--- src/rtl/dcache_arb_pkg.sv ---
// Shared types for the data-cache port arbiter: port identifiers, the
// request payload carried through the grant mux, and the grant choice.
package dcache_arb_pkg;

  typedef logic port_id_t;

  localparam port_id_t PORT_INIT = 1'b0;
  localparam port_id_t PORT_CORE = 1'b1;

  // Address bits carried inside the request payload; the top's address
  // parameter must not exceed this.
  localparam int ADDR_W = 25;

  typedef struct packed {
    logic [ADDR_W-1:0] addr;
    logic [31:0]       data;
    logic              wr;    // 0 = write, 1 = read
  } req_t;

  // Grant choice when no lock is held. With nothing valid the core port is
  // selected so the cache payload defaults to port 1.
  function automatic port_id_t pick_port(input logic v0, input logic v1,
                                         input logic fixed_prio,
                                         input port_id_t last_id);
    if (v0 && v1) begin
      return fixed_prio ? PORT_INIT : port_id_t'(~last_id);
    end else if (v0) begin
      return PORT_INIT;
    end
    return PORT_CORE;
  endfunction

endpackage

--- src/rtl/arb_id_fifo.sv ---
// In-order FIFO of 1-bit port IDs for reads that are in flight at the cache.
// The head is read combinationally so a response is routed in the cycle it
// arrives.
module arb_id_fifo
  import dcache_arb_pkg::*;
#(
  parameter int DEPTH = 4
) (
  input  logic                   clk,
  input  logic                   reset,
  input  logic                   push,
  input  port_id_t               push_id,
  input  logic                   pop,
  output port_id_t               head,
  output logic                   full,
  output logic                   empty,
  output logic [$clog2(DEPTH):0] count
);

  localparam int PW = $clog2(DEPTH);

  port_id_t        mem [DEPTH];
  logic [PW-1:0]   wr_ptr;
  logic [PW-1:0]   rd_ptr;
  logic            do_push;
  logic            do_pop;

  assign full    = (count == (PW+1)'(DEPTH));
  assign empty   = (count == '0);
  assign do_pop  = pop & ~empty;
  // A push into a full FIFO is accepted only when a pop frees a slot.
  assign do_push = push & (~full | do_pop);
  assign head    = mem[rd_ptr];

  genvar gi;
  generate
    for (gi = 0; gi < DEPTH; gi++) begin : g_entry
      // Each slot captures the pushed ID when the write pointer targets it.
      always_ff @(posedge clk or posedge reset) begin
        if (reset) begin
          mem[gi] <= PORT_INIT;
        end else if (do_push && (wr_ptr == PW'(gi))) begin
          mem[gi] <= push_id;
        end
      end
    end
  endgenerate

  // Pointers wrap naturally because DEPTH is a power of two.
  always_ff @(posedge clk or posedge reset) begin
    if (reset) begin
      wr_ptr <= '0;
      rd_ptr <= '0;
      count  <= '0;
    end else begin
      if (do_push) wr_ptr <= wr_ptr + 1'b1;
      if (do_pop)  rd_ptr <= rd_ptr + 1'b1;
      case ({do_push, do_pop})
        2'b10:   count <= count + 1'b1;
        2'b01:   count <= count - 1'b1;
        default: count <= count;
      endcase
    end
  end

endmodule

--- src/rtl/dcache_port_arbiter.sv ---
// Shares one data-cache request/response port between the init/loader path
// (port 0) and the core data path (port 1). Requests are muxed with zero
// latency; read responses are steered back using an in-order ID FIFO.
module dcache_port_arbiter
  import dcache_arb_pkg::*;
#(
  parameter int Addresswidth    = 25,
  parameter int MAX_OUTSTANDING = 4,
  parameter int FIXED_PRIO      = 0
) (
  input  logic                    clk,
  input  logic                    reset,
  input  logic [Addresswidth-1:0] m0_req_addr,
  input  logic [31:0]             m0_req_data,
  input  logic                    m0_req_wr,
  input  logic                    m0_req_valid,
  output logic                    m0_req_ready,
  output logic [31:0]             m0_rsp_data,
  output logic                    m0_rsp_valid,
  input  logic [Addresswidth-1:0] m1_req_addr,
  input  logic [31:0]             m1_req_data,
  input  logic                    m1_req_wr,
  input  logic                    m1_req_valid,
  output logic                    m1_req_ready,
  output logic [31:0]             m1_rsp_data,
  output logic                    m1_rsp_valid,
  output logic [Addresswidth-1:0] cache_req_addr,
  output logic [31:0]             cache_req_data,
  output logic                    cache_req_wr,
  output logic                    cache_req_valid,
  input  logic                    cache_req_ready,
  input  logic [31:0]             cache_rsp_data,
  input  logic                    cache_rsp_valid,
  output logic                    rsp_err,
  output logic                    idle
);

  localparam int CW = $clog2(MAX_OUTSTANDING) + 1;

  req_t            req0;
  req_t            req1;
  req_t            sel;
  port_id_t        grant;
  port_id_t        last_id;
  port_id_t        lock_id;
  port_id_t        fifo_head;
  logic            locked;
  logic            grant_valid;
  logic            transfer;
  logic            fifo_full;
  logic            fifo_empty;
  logic [CW-1:0]   fifo_count;

  assign req0 = {ADDR_W'(m0_req_addr), m0_req_data, m0_req_wr};
  assign req1 = {ADDR_W'(m1_req_addr), m1_req_data, m1_req_wr};

  // Grant selection: a held lock overrides arbitration so the payload stays
  // stable while the cache stalls.
  always_comb begin
    grant = pick_port(m0_req_valid, m1_req_valid, FIXED_PRIO != 0, last_id);
    if (locked) grant = lock_id;
  end

  assign sel         = (grant == PORT_INIT) ? req0 : req1;
  assign grant_valid = (grant == PORT_INIT) ? m0_req_valid : m1_req_valid;

  assign cache_req_addr = Addresswidth'(sel.addr);
  assign cache_req_data = sel.data;
  assign cache_req_wr   = sel.wr;
  // Reads are held back while the ID FIFO is full, unless a response frees
  // a slot in the same cycle. Writes never need a slot.
  assign cache_req_valid = grant_valid & (~sel.wr | ~fifo_full | cache_rsp_valid);
  assign transfer        = cache_req_valid & cache_req_ready;

  assign m0_req_ready = (grant == PORT_INIT) & transfer;
  assign m1_req_ready = (grant == PORT_CORE) & transfer;

  arb_id_fifo #(
    .DEPTH (MAX_OUTSTANDING)
  ) u_id_fifo (
    .clk     (clk),
    .reset   (reset),
    .push    (transfer & sel.wr),
    .push_id (grant),
    .pop     (cache_rsp_valid),
    .head    (fifo_head),
    .full    (fifo_full),
    .empty   (fifo_empty),
    .count   (fifo_count)
  );

  assign m0_rsp_data  = cache_rsp_data;
  assign m1_rsp_data  = cache_rsp_data;
  assign m0_rsp_valid = cache_rsp_valid & ~fifo_empty & (fifo_head == PORT_INIT);
  assign m1_rsp_valid = cache_rsp_valid & ~fifo_empty & (fifo_head == PORT_CORE);

  assign idle = (fifo_count == '0) & ~locked;

  // Lock tracks a granted-but-not-transferred request; last_id feeds the
  // round-robin choice; rsp_err latches any response with nothing in flight.
  always_ff @(posedge clk or posedge reset) begin
    if (reset) begin
      locked  <= 1'b0;
      lock_id <= PORT_CORE;
      last_id <= PORT_CORE;
      rsp_err <= 1'b0;
    end else begin
      if (transfer) begin
        locked  <= 1'b0;
        last_id <= grant;
      end else if (grant_valid) begin
        locked  <= 1'b1;
        lock_id <= grant;
      end else begin
        locked  <= 1'b0;
      end
      if (cache_rsp_valid && fifo_empty) rsp_err <= 1'b1;
    end
  end

endmodule

--- config.mk ---
export PLATFORM = sky130hd
export DESIGN_NAME = dcache_port_arbiter
export DESIGN_NICKNAME = d
export VERILOG_FILES = /design/src/rtl/dcache_arb_pkg.sv /design/src/rtl/arb_id_fifo.sv /design/src/rtl/dcache_port_arbiter.sv
export SDC_FILE = /design/constraint.sdc
export NUM_CORES = 1
export LEC_CHECK = 0
export BUFFER_PORTS_ARGS = -buffer_cell sky130_fd_sc_hd__buf_2
export CAP_MARGIN = 5
export CORE_AREA = 4 4 107 109
export DETAILED_ROUTE_END_ITERATION = 8
export DIE_AREA = 0 0 111 113
export GPL_ROUTABILITY_DRIVEN = 1
export PLACE_DENSITY_LB_ADDON = 0.05
export SLEW_MARGIN = 20
export SYNTH_ARGS = -nofsm -noshare
export SYNTH_HDL_FRONTEND = slang
export SYNTH_SLANG_ARGS = --single-unit
--- constraint.sdc ---
create_clock -name clk -period 2.3 [get_ports clk]
set_input_delay 0.46 -clock clk [delete_from_list [all_inputs] [get_ports clk]]
set_output_delay 0.46 -clock clk [all_outputs]
set_load 0.05 [all_outputs]
==> results of run 1 <==
## kinds of logic (layout without fill, tap and decap cells)
group	count (synthesis)	in the layout	share of synthesized area
compound gates	9	9	0.0368
buf+inv	82	214	0.276
fa+ha+maj	6	6	0.0404
flops	15	15	0.185
mux	64	64	0.358
xor+xnor	6	6	0.0257
simple gates	25	25	0.0784
## cell type report
type                            count  area [sq um]
Clock buffer                        3          41.3
Clock inverter                      1          5.00
Fill cell                        1178          7720
Inverter                           11          41.3
Multi-Input combinational cell    110          1150
Sequential cell                    15           380
Tap cell                          140           175
Timing Repair Buffer              199          1090
## power groups by stage
stage / sequential, W / clock, W / combinational (W)
floorplan: 0.000533 / 0 / 0.00208
global placement: 0.000538 / 0 / 0.00235
detailed placement: 0.000538 / 0 / 0.00233
CTS: 0.000539 / 0.000233 / 0.00240
global route: 0.000556 / 0.000248 / 0.00255
finish: 0.000533 / 0.000223 / 0.00241
## layout by cell type (no fill, tap or decap), drive strengths merged, types with 2 or more instances in the layout
master	Yosys	final
dfstp	2	2
buf	71	199
nor4	2	2
mux2	59	59
nand3	4	4
nand2b	2	2
mux2i	4	4
a22o	5	5
clkbuf	0	3
dfrtp	13	13
nor2b	2	2
xnor2	4	4
inv	11	11
ha	5	5
nor3	2	2
nand2	5	5
xor2	2	2
nor2	5	5
## registers in the layout (all words and copies together), names as in the netlist
signal	flops
locked	1
u_id_fifo.count	3
u_id_fifo.rd_ptr	2
last_id	1
rsp_err	1
u_id_fifo.wr_ptr	2
u_id_fifo.mem	4
lock_id	1
## per-layer routing
metal  vias up  global-route usage
met5         -              0.0118
met4         0              0.0197
met3         8              0.0540
met2       130               0.192
met1       805               0.126
li1        906                   -
## through the flow
step           hold WS, ns  power, W  setup slack (ns)  instance area, sq um   util
6_report             0.287   0.00316           -0.0909                  2880  0.272
5_1_grt              0.349   0.00336            -0.171                  2880  0.272
4_1_cts              0.305   0.00318           -0.0963                  2860  0.270
3_5_place_dp         0.445   0.00287            -0.102                  2760  0.260
3_3_place_gp         0.444   0.00289           -0.0532                  2760  0.260
2_1_floorplan        0.360   0.00262           -0.0763                  2070      -
## how the worst max path moves through the flow
stage,startpoint,endpoint,depth (start not counted)
final,lock_id$_DFFE_PP1P_,m0_req_ready,6
after global routing,lock_id$_DFFE_PP1P_,m0_req_ready,6
after CTS,lock_id$_DFFE_PP1P_,m0_req_ready,6
after detailed placement,m0_req_valid,u_id_fifo.count[2]$_DFFE_PP0P_,12
after global placement,m0_req_valid,u_id_fifo.count[2]$_DFFE_PP0P_,11
after floorplan,m0_req_valid,u_id_fifo.count[2]$_DFFE_PP0P_,11
## timing repair
action | in CTS | in global routing
setup buffers | 2 | 2
pin swaps | 1 | 2
resized for setup | 12 | 9
setup endpoints to repair | 61 | 62
==> impl_results.md, run 1 <==
- Starting Density: 0.193
- CTS tree: done
- Hold WC Path Type: input pin to asynchronous set/reset pin
- CP cell instances: inv_2, a22o_4, mux2i_1, or3_4, nor2b_4, buf_8
- Max capacitance violation total: 0
- CTS Root Cell: clkbuf_8
- N_diodes: 0
- H-Tree Depth: 1
- Mean Syn Cell Area: 9.86 sq um
- Vias/cell: 3.86
- Tot GR Track Use: 0.112
- Internal power: 0.00141 W
- Post-synth EDFFs: 0
- Total wire length: 7710 um
- Area contributors post-synth: mux2_2 (31%), buf_4 (24%), dfrtp_1 (16%)
- CTS Buffer Depth: 2
- Die Ht: 113 um
- Clock Power Share: 0.071
- PD cells: 1100 nW/um^2
- Post-cts hold buffer count: 0
- CTS buffer count: 3
- Cells after synthesis: 207
- Area Overhead vs Synth: 41.1%
- Synth async-reset ratio: 1.00
- Comb pwr share: 0.761
- Initial antenna violation count: 0
- Total Neg Setup Slack: -0.591 ns
- Register area share after synthesis: 0.185
- Sw Share: 0.553
- Slowest-stage cell, CP: dfstp_2
- Library cells used by synthesis: 33
- Status: finished with violations
- Routed Antenna Nets: 0
- CP Capture Type: primary output
- Layout Cells excl Fill: 479
- First-pass GRT wire length: 11,200 um
- DP Wirelength: 6770 um
- Clk_skew: 0.00162 ns
- Total grt overflow: 0
- Core Rows: 38
- Worst slew margin: 0.568
- Post-synthesis cell area: 2040 sq um
- I/O pin cnt: 283
- Flops & latches, synth: 15
- Core Box Area: 10,600 sq um
- Clock period minus worst slack: 2.39 ns
- Largest net degree at the start of global routing: 33
- Critical-path maximum fanout: 5
- Max VDD drop: 0.000523 V
- Synth top cells by count: buf_4 (64), mux2_2 (57), dfrtp_1 (13)
- Most frequent cell after synthesis: buf_4
- Worst Path Required: 1.84 ns
- Avg WL per Cell: 16.1 um
- GP Congestion: 0.765
- Crit start category: register
- NetSw: 0.00175 W
- Vias in the first global route: 1,905
- Period utilization: 1.04
- Post-Syn Nets: 367
- Crit path DAT: 1.93 ns
- Port bufs: 186
- Share of layout cells above drive strength 1: 0.823
- Metal2 WL: 3810 um
- RSZ-0062 raised after global routing: yes
- Synth warn: 0
- Final setup viols: 48
- Reg2Reg Launch Point: lock_id$_DFFE_PP1P_
- Pre-antenna DRT Iters: 4
- Met1 WL: 3000 um
- Final net count: 500
- Synth Flop Type: dfrtp_1
- Area leader, netlist: mux2_2
- Vias: 1,849
- Max incr delay on CP: 0.55 ns
- R2R Setup Slk: 0.02 ns
- Worst R2R End: u_id_fifo.count[2]$_DFFE_PP0P_
- Critical path's top delay family: flip-flops
- Fmax: 418 MHz
- Leakage: 1.50 nW
- Worst path buffer plus inverter count: 2
- Die Area: 12,500 sq um
- Worst-Margin Slew: 0.647 ns
- Top-area cell type share of the netlist area: 0.314
- Cells after DPL: 473
- Critical path class: register to primary output
- Highest routed layer: met4
- Max Slew Vio Count: 0
- Reg2reg path depth: 10
- Worst skew pair latency: 0.25 ns
- Sequential share of power: 0.168
- Sink Count: 15
- Iteration-0 DRC Markers: 72
- Final Hold Fails: 0
- Drc violations: 0
- Failing checks: negative setup slack
- Die width: 111 um
- Worst Setup Slack, final: -0.0909 ns
- Met3 Routed Length: 837 um
- Clk pin slew, worst setup/hold paths: 0.07 ns
Power figures use the tool's default switching activity.
==> run 2: changes to the inputs <==
--- a/config.mk
+++ b/config.mk
@@ -7,9 +7,9 @@
 export LEC_CHECK = 0
 export BUFFER_PORTS_ARGS = -buffer_cell sky130_fd_sc_hd__buf_2
 export CAP_MARGIN = 5
-export CORE_AREA = 4 4 107 109
+export CORE_AREA = 4 4 108 110
 export DETAILED_ROUTE_END_ITERATION = 8
-export DIE_AREA = 0 0 111 113
+export DIE_AREA = 0 0 112 114
 export GPL_ROUTABILITY_DRIVEN = 1
 export PLACE_DENSITY_LB_ADDON = 0.05
 export SLEW_MARGIN = 20
==> constraint.sdc (replaced) <==
create_clock -name clk -period 2.56 [get_ports clk]
set_input_delay 0.512 -clock clk [delete_from_list [all_inputs] [get_ports clk]]
set_output_delay 0.512 -clock clk [all_outputs]
set_load 0.05 [all_outputs]
==> run 2 against run 1 <==
Worst hold slack improved by 0.044 ns. Critical path type unchanged. Sequential cell count unchanged. The flow now finishes without violations. Worst setup slack improved by 0.18 ns.
==> impl_results.md, run 2 (synthesis results as in run 1) <==
- Worst-Margin Slew: 0.609 ns (was 0.647 ns)
- Clk_skew: 0.000705 ns (was 0.00162 ns)
- CTS Root Cell: clkbuf_8 (unchanged)
- Area of the multi-input gates: 1110 sq um (was 1150 sq um)
- Worst skew pair latency: 0.24 ns (was 0.25 ns)
- Die width: 112 um (was 111 um)
- Final net count: 499 (was 500)
- Most frequent cells in the layout: buf_2 (182), mux2_2 (57), dfrtp_1 (12) (was buf_2 (181), mux2_2 (57), buf_4 (11), dfrtp_1 (11), inv_1 (10))
- Crit path DAT: 1.96 ns (was 1.93 ns)
- Tot GR Track Use: 0.109 (was 0.112)
- Layout Cells excl Fill: 478 (was 479)
- Sink Count: 15 (unchanged)
- Routed Antenna Nets: 0 (unchanged)
- Vias: 1,858 (was 1,849)
- Leakage: 1.49 nW (was 1.50 nW)
- Area Overhead vs Synth: 39.3% (was 41.1%)
- Total grt overflow: 0 (unchanged)
- Drc violations: 0 (unchanged)
- Starting Density: 0.191 (was 0.193)
- Critical-path maximum fanout: 5 (unchanged)
- Final setup viols: 0 (was 48)
- Port bufs: 186 (unchanged)
- Initial antenna violation count: 0 (unchanged)
- Comb pwr share: 0.765 (was 0.761)
- Biggest register: u_id_fifo.mem (unchanged)
- Final Hold Fails: 0 (unchanged)
- Total Neg Setup Slack: 0 ns (was -0.591 ns)
- Crit start category: register (unchanged)
- Iteration-0 DRC Markers: 45 (was 72)
- Fillers: 1,180 (was 1,178)
- Clk pin slew, worst setup/hold paths: 0.06 ns (was 0.07 ns)
- Placed inst area: 2720 sq um (was 2760 sq um)
- GP Congestion: 0.730 (was 0.765)
- Sw Share: 0.552 (was 0.553)
- PD cells: 991 nW/um^2 (was 1100 nW/um^2)
- Worst Path Required: 2.05 ns (was 1.84 ns)
- N_diodes: 0 (unchanged)
- H-Tree Depth: 1 (unchanged)
- Core Box Area: 10,700 sq um (was 10,600 sq um)
- Max capacitance violation total: 0 (unchanged)
- CTS Buffer Depth: 2 (unchanged)
- Largest net degree at the start of global routing: 21 (was 33)
- FF+latch area: 379 sq um (was 380 sq um)
- Max Slew Vio Count: 0 (unchanged)
- CTS tree: done (unchanged)
- Fmax: 405 MHz
- Period utilization: 0.965
- Hold WC Path Type: input pin to asynchronous set/reset pin (unchanged)
- Design area: 2840 sq um (was 2880 sq um)
- Commonest non-fill, non-tap cell in the layout: buf_2 (unchanged)
- First-pass GRT wire length: 11,100 um (was 11,200 um)
- CP Capture Type: primary output (unchanged)
- Internal power: 0.00126 W (was 0.00141 W)
- Largest register FFs: 4 (unchanged)
- Biggest regs: u_id_fifo.mem (4), u_id_fifo.count (3) (unchanged)
- Cells after DPL: 472 (was 473)
- Avg WL per Cell: 16.4 um (was 16.1 um)
- Pre-antenna DRT Iters: 4 (unchanged)
- Core Rows: 38 (unchanged)
- Vias in the first global route: 1,960 (was 1,905)
- CTS buffer count: 3 (unchanged)
- Critical path class: register to primary output (unchanged)
- RSZ-0062 raised after global routing: no (was yes)
- Sequential share of power: 0.168 (about the same)
- Share of layout cells above drive strength 1: 0.802 (was 0.823)
- Status: completed (was finished with violations)
- Clock Power Share: 0.068 (was 0.071)
- NetSw: 0.00156 W (was 0.00175 W)
- Clock period minus worst slack: 2.47 ns
- DP Wirelength: 6750 um (was 6770 um)
- Total wire length: 7820 um (was 7710 um)
- Die Area: 12,800 sq um (was 12,500 sq um)
- Max VDD drop: 0.000537 V (was 0.000523 V)
- Die Ht: 114 um (was 113 um)
- Vias/cell: 3.89 (was 3.86)
- I/O pin cnt: 283 (unchanged)
- Worst slew margin: 0.593 (was 0.568)
run 2: cell types whose count changed in the layout (fill, tap and decap cells not counted), sizes merged:
cell,before,now
buf,199,194
clkbuf,3,8
clkinv,1,0
run 2: worst paths after layout:
| check | start | to | slack (ns) | depth (start not counted) |
|---|---|---|---|---|
| setup / recovery | lock_id$_DFFE_PP1P_ | m0_req_ready | 0.09 | 6 |
| hold / removal | reset | u_id_fifo.count[0]$_DFFE_PP0P_ | 0.33 | 2 |
| setup reg to reg | lock_id$_DFFE_PP1P_ | u_id_fifo.count[2]$_DFFE_PP0P_ | 0.24 | 10 |
| hold reg to reg | rsp_err$_DFFE_PP0P_ | rsp_err$_DFFE_PP0P_ | 0.45 | 1 |
| max in group asynchronous | reset | locked$_DFF_PP0_ | 1.80 | 2 |
| min in group clk | rsp_err$_DFFE_PP0P_ | rsp_err$_DFFE_PP0P_ | 0.45 | 1 |
run 2: critical path, cell delays in order (launching register included):
cell and delay (ns):
dfstp_2 0.54, inv_1 0.06, a22o_4 0.27, mux2i_1 0.14, or3_4 0.37, nor2b_2 0.11
clkbuf_4 0.23
run 2: repair_timing:
item | 4_1_cts | 5_1_grt
pin swaps | 0 | 1
cloned | 1 | 1
endpoints found under the setup margin | 38 | 48
hold buffers | 0 | 0
gates resized for setup | 3 | 6
setup buffers | 0 | 0
hold endpoints to repair | 0 | 0
run 2: layout make-up:
| type | instances | area share |
|---|---|---|
| Inverter | 11 | 0.0145 |
| Clock buffer | 4 | 0.0158 |
| Timing Repair Buffer | 198 | 0.383 |
| Tap cell | 140 | 0.0616 |
| Multi-Input combinational cell | 110 | 0.392 |
| Sequential cell | 15 | 0.133 |
run 2: per-layer routing:
metal | GRT usage | vias up | part of all wire
met1 | 0.119 | 843 | 0.33
met4 | 0.0152 | 0 | 0.0013
met3 | 0.0276 | 2 | 0.088
met2 | 0.215 | 113 | 0.58
met5 | 0 | - | 0
li1 | - | 900 | -
run 2: stage by stage:
step	total power (W)	hold slack [ns]	utilization	setup WS [ns]
2_1_floorplan	0.00233	0.412	-	0.0536
6_report	0.00282	0.331	0.266	0.0886
4_1_cts	0.00282	0.351	0.262	0.0114
3_5_place_dp	0.00255	0.441	0.254	0.0359
3_3_place_gp	0.00258	0.444	0.254	0.0692
5_1_grt	0.00301	0.397	0.266	0.00170
run 2: power groups by stage:
stage | combinational (W) | clock, W | sequential, W
2_1_floorplan | 0.00185 | 0 | 0.000474
3_3_place_gp | 0.00210 | 0 | 0.000481
3_5_place_dp | 0.00208 | 0 | 0.000479
4_1_cts | 0.00214 | 0.000201 | 0.000474
5_1_grt | 0.00230 | 0.000215 | 0.000492
6_report | 0.00216 | 0.000191 | 0.000472
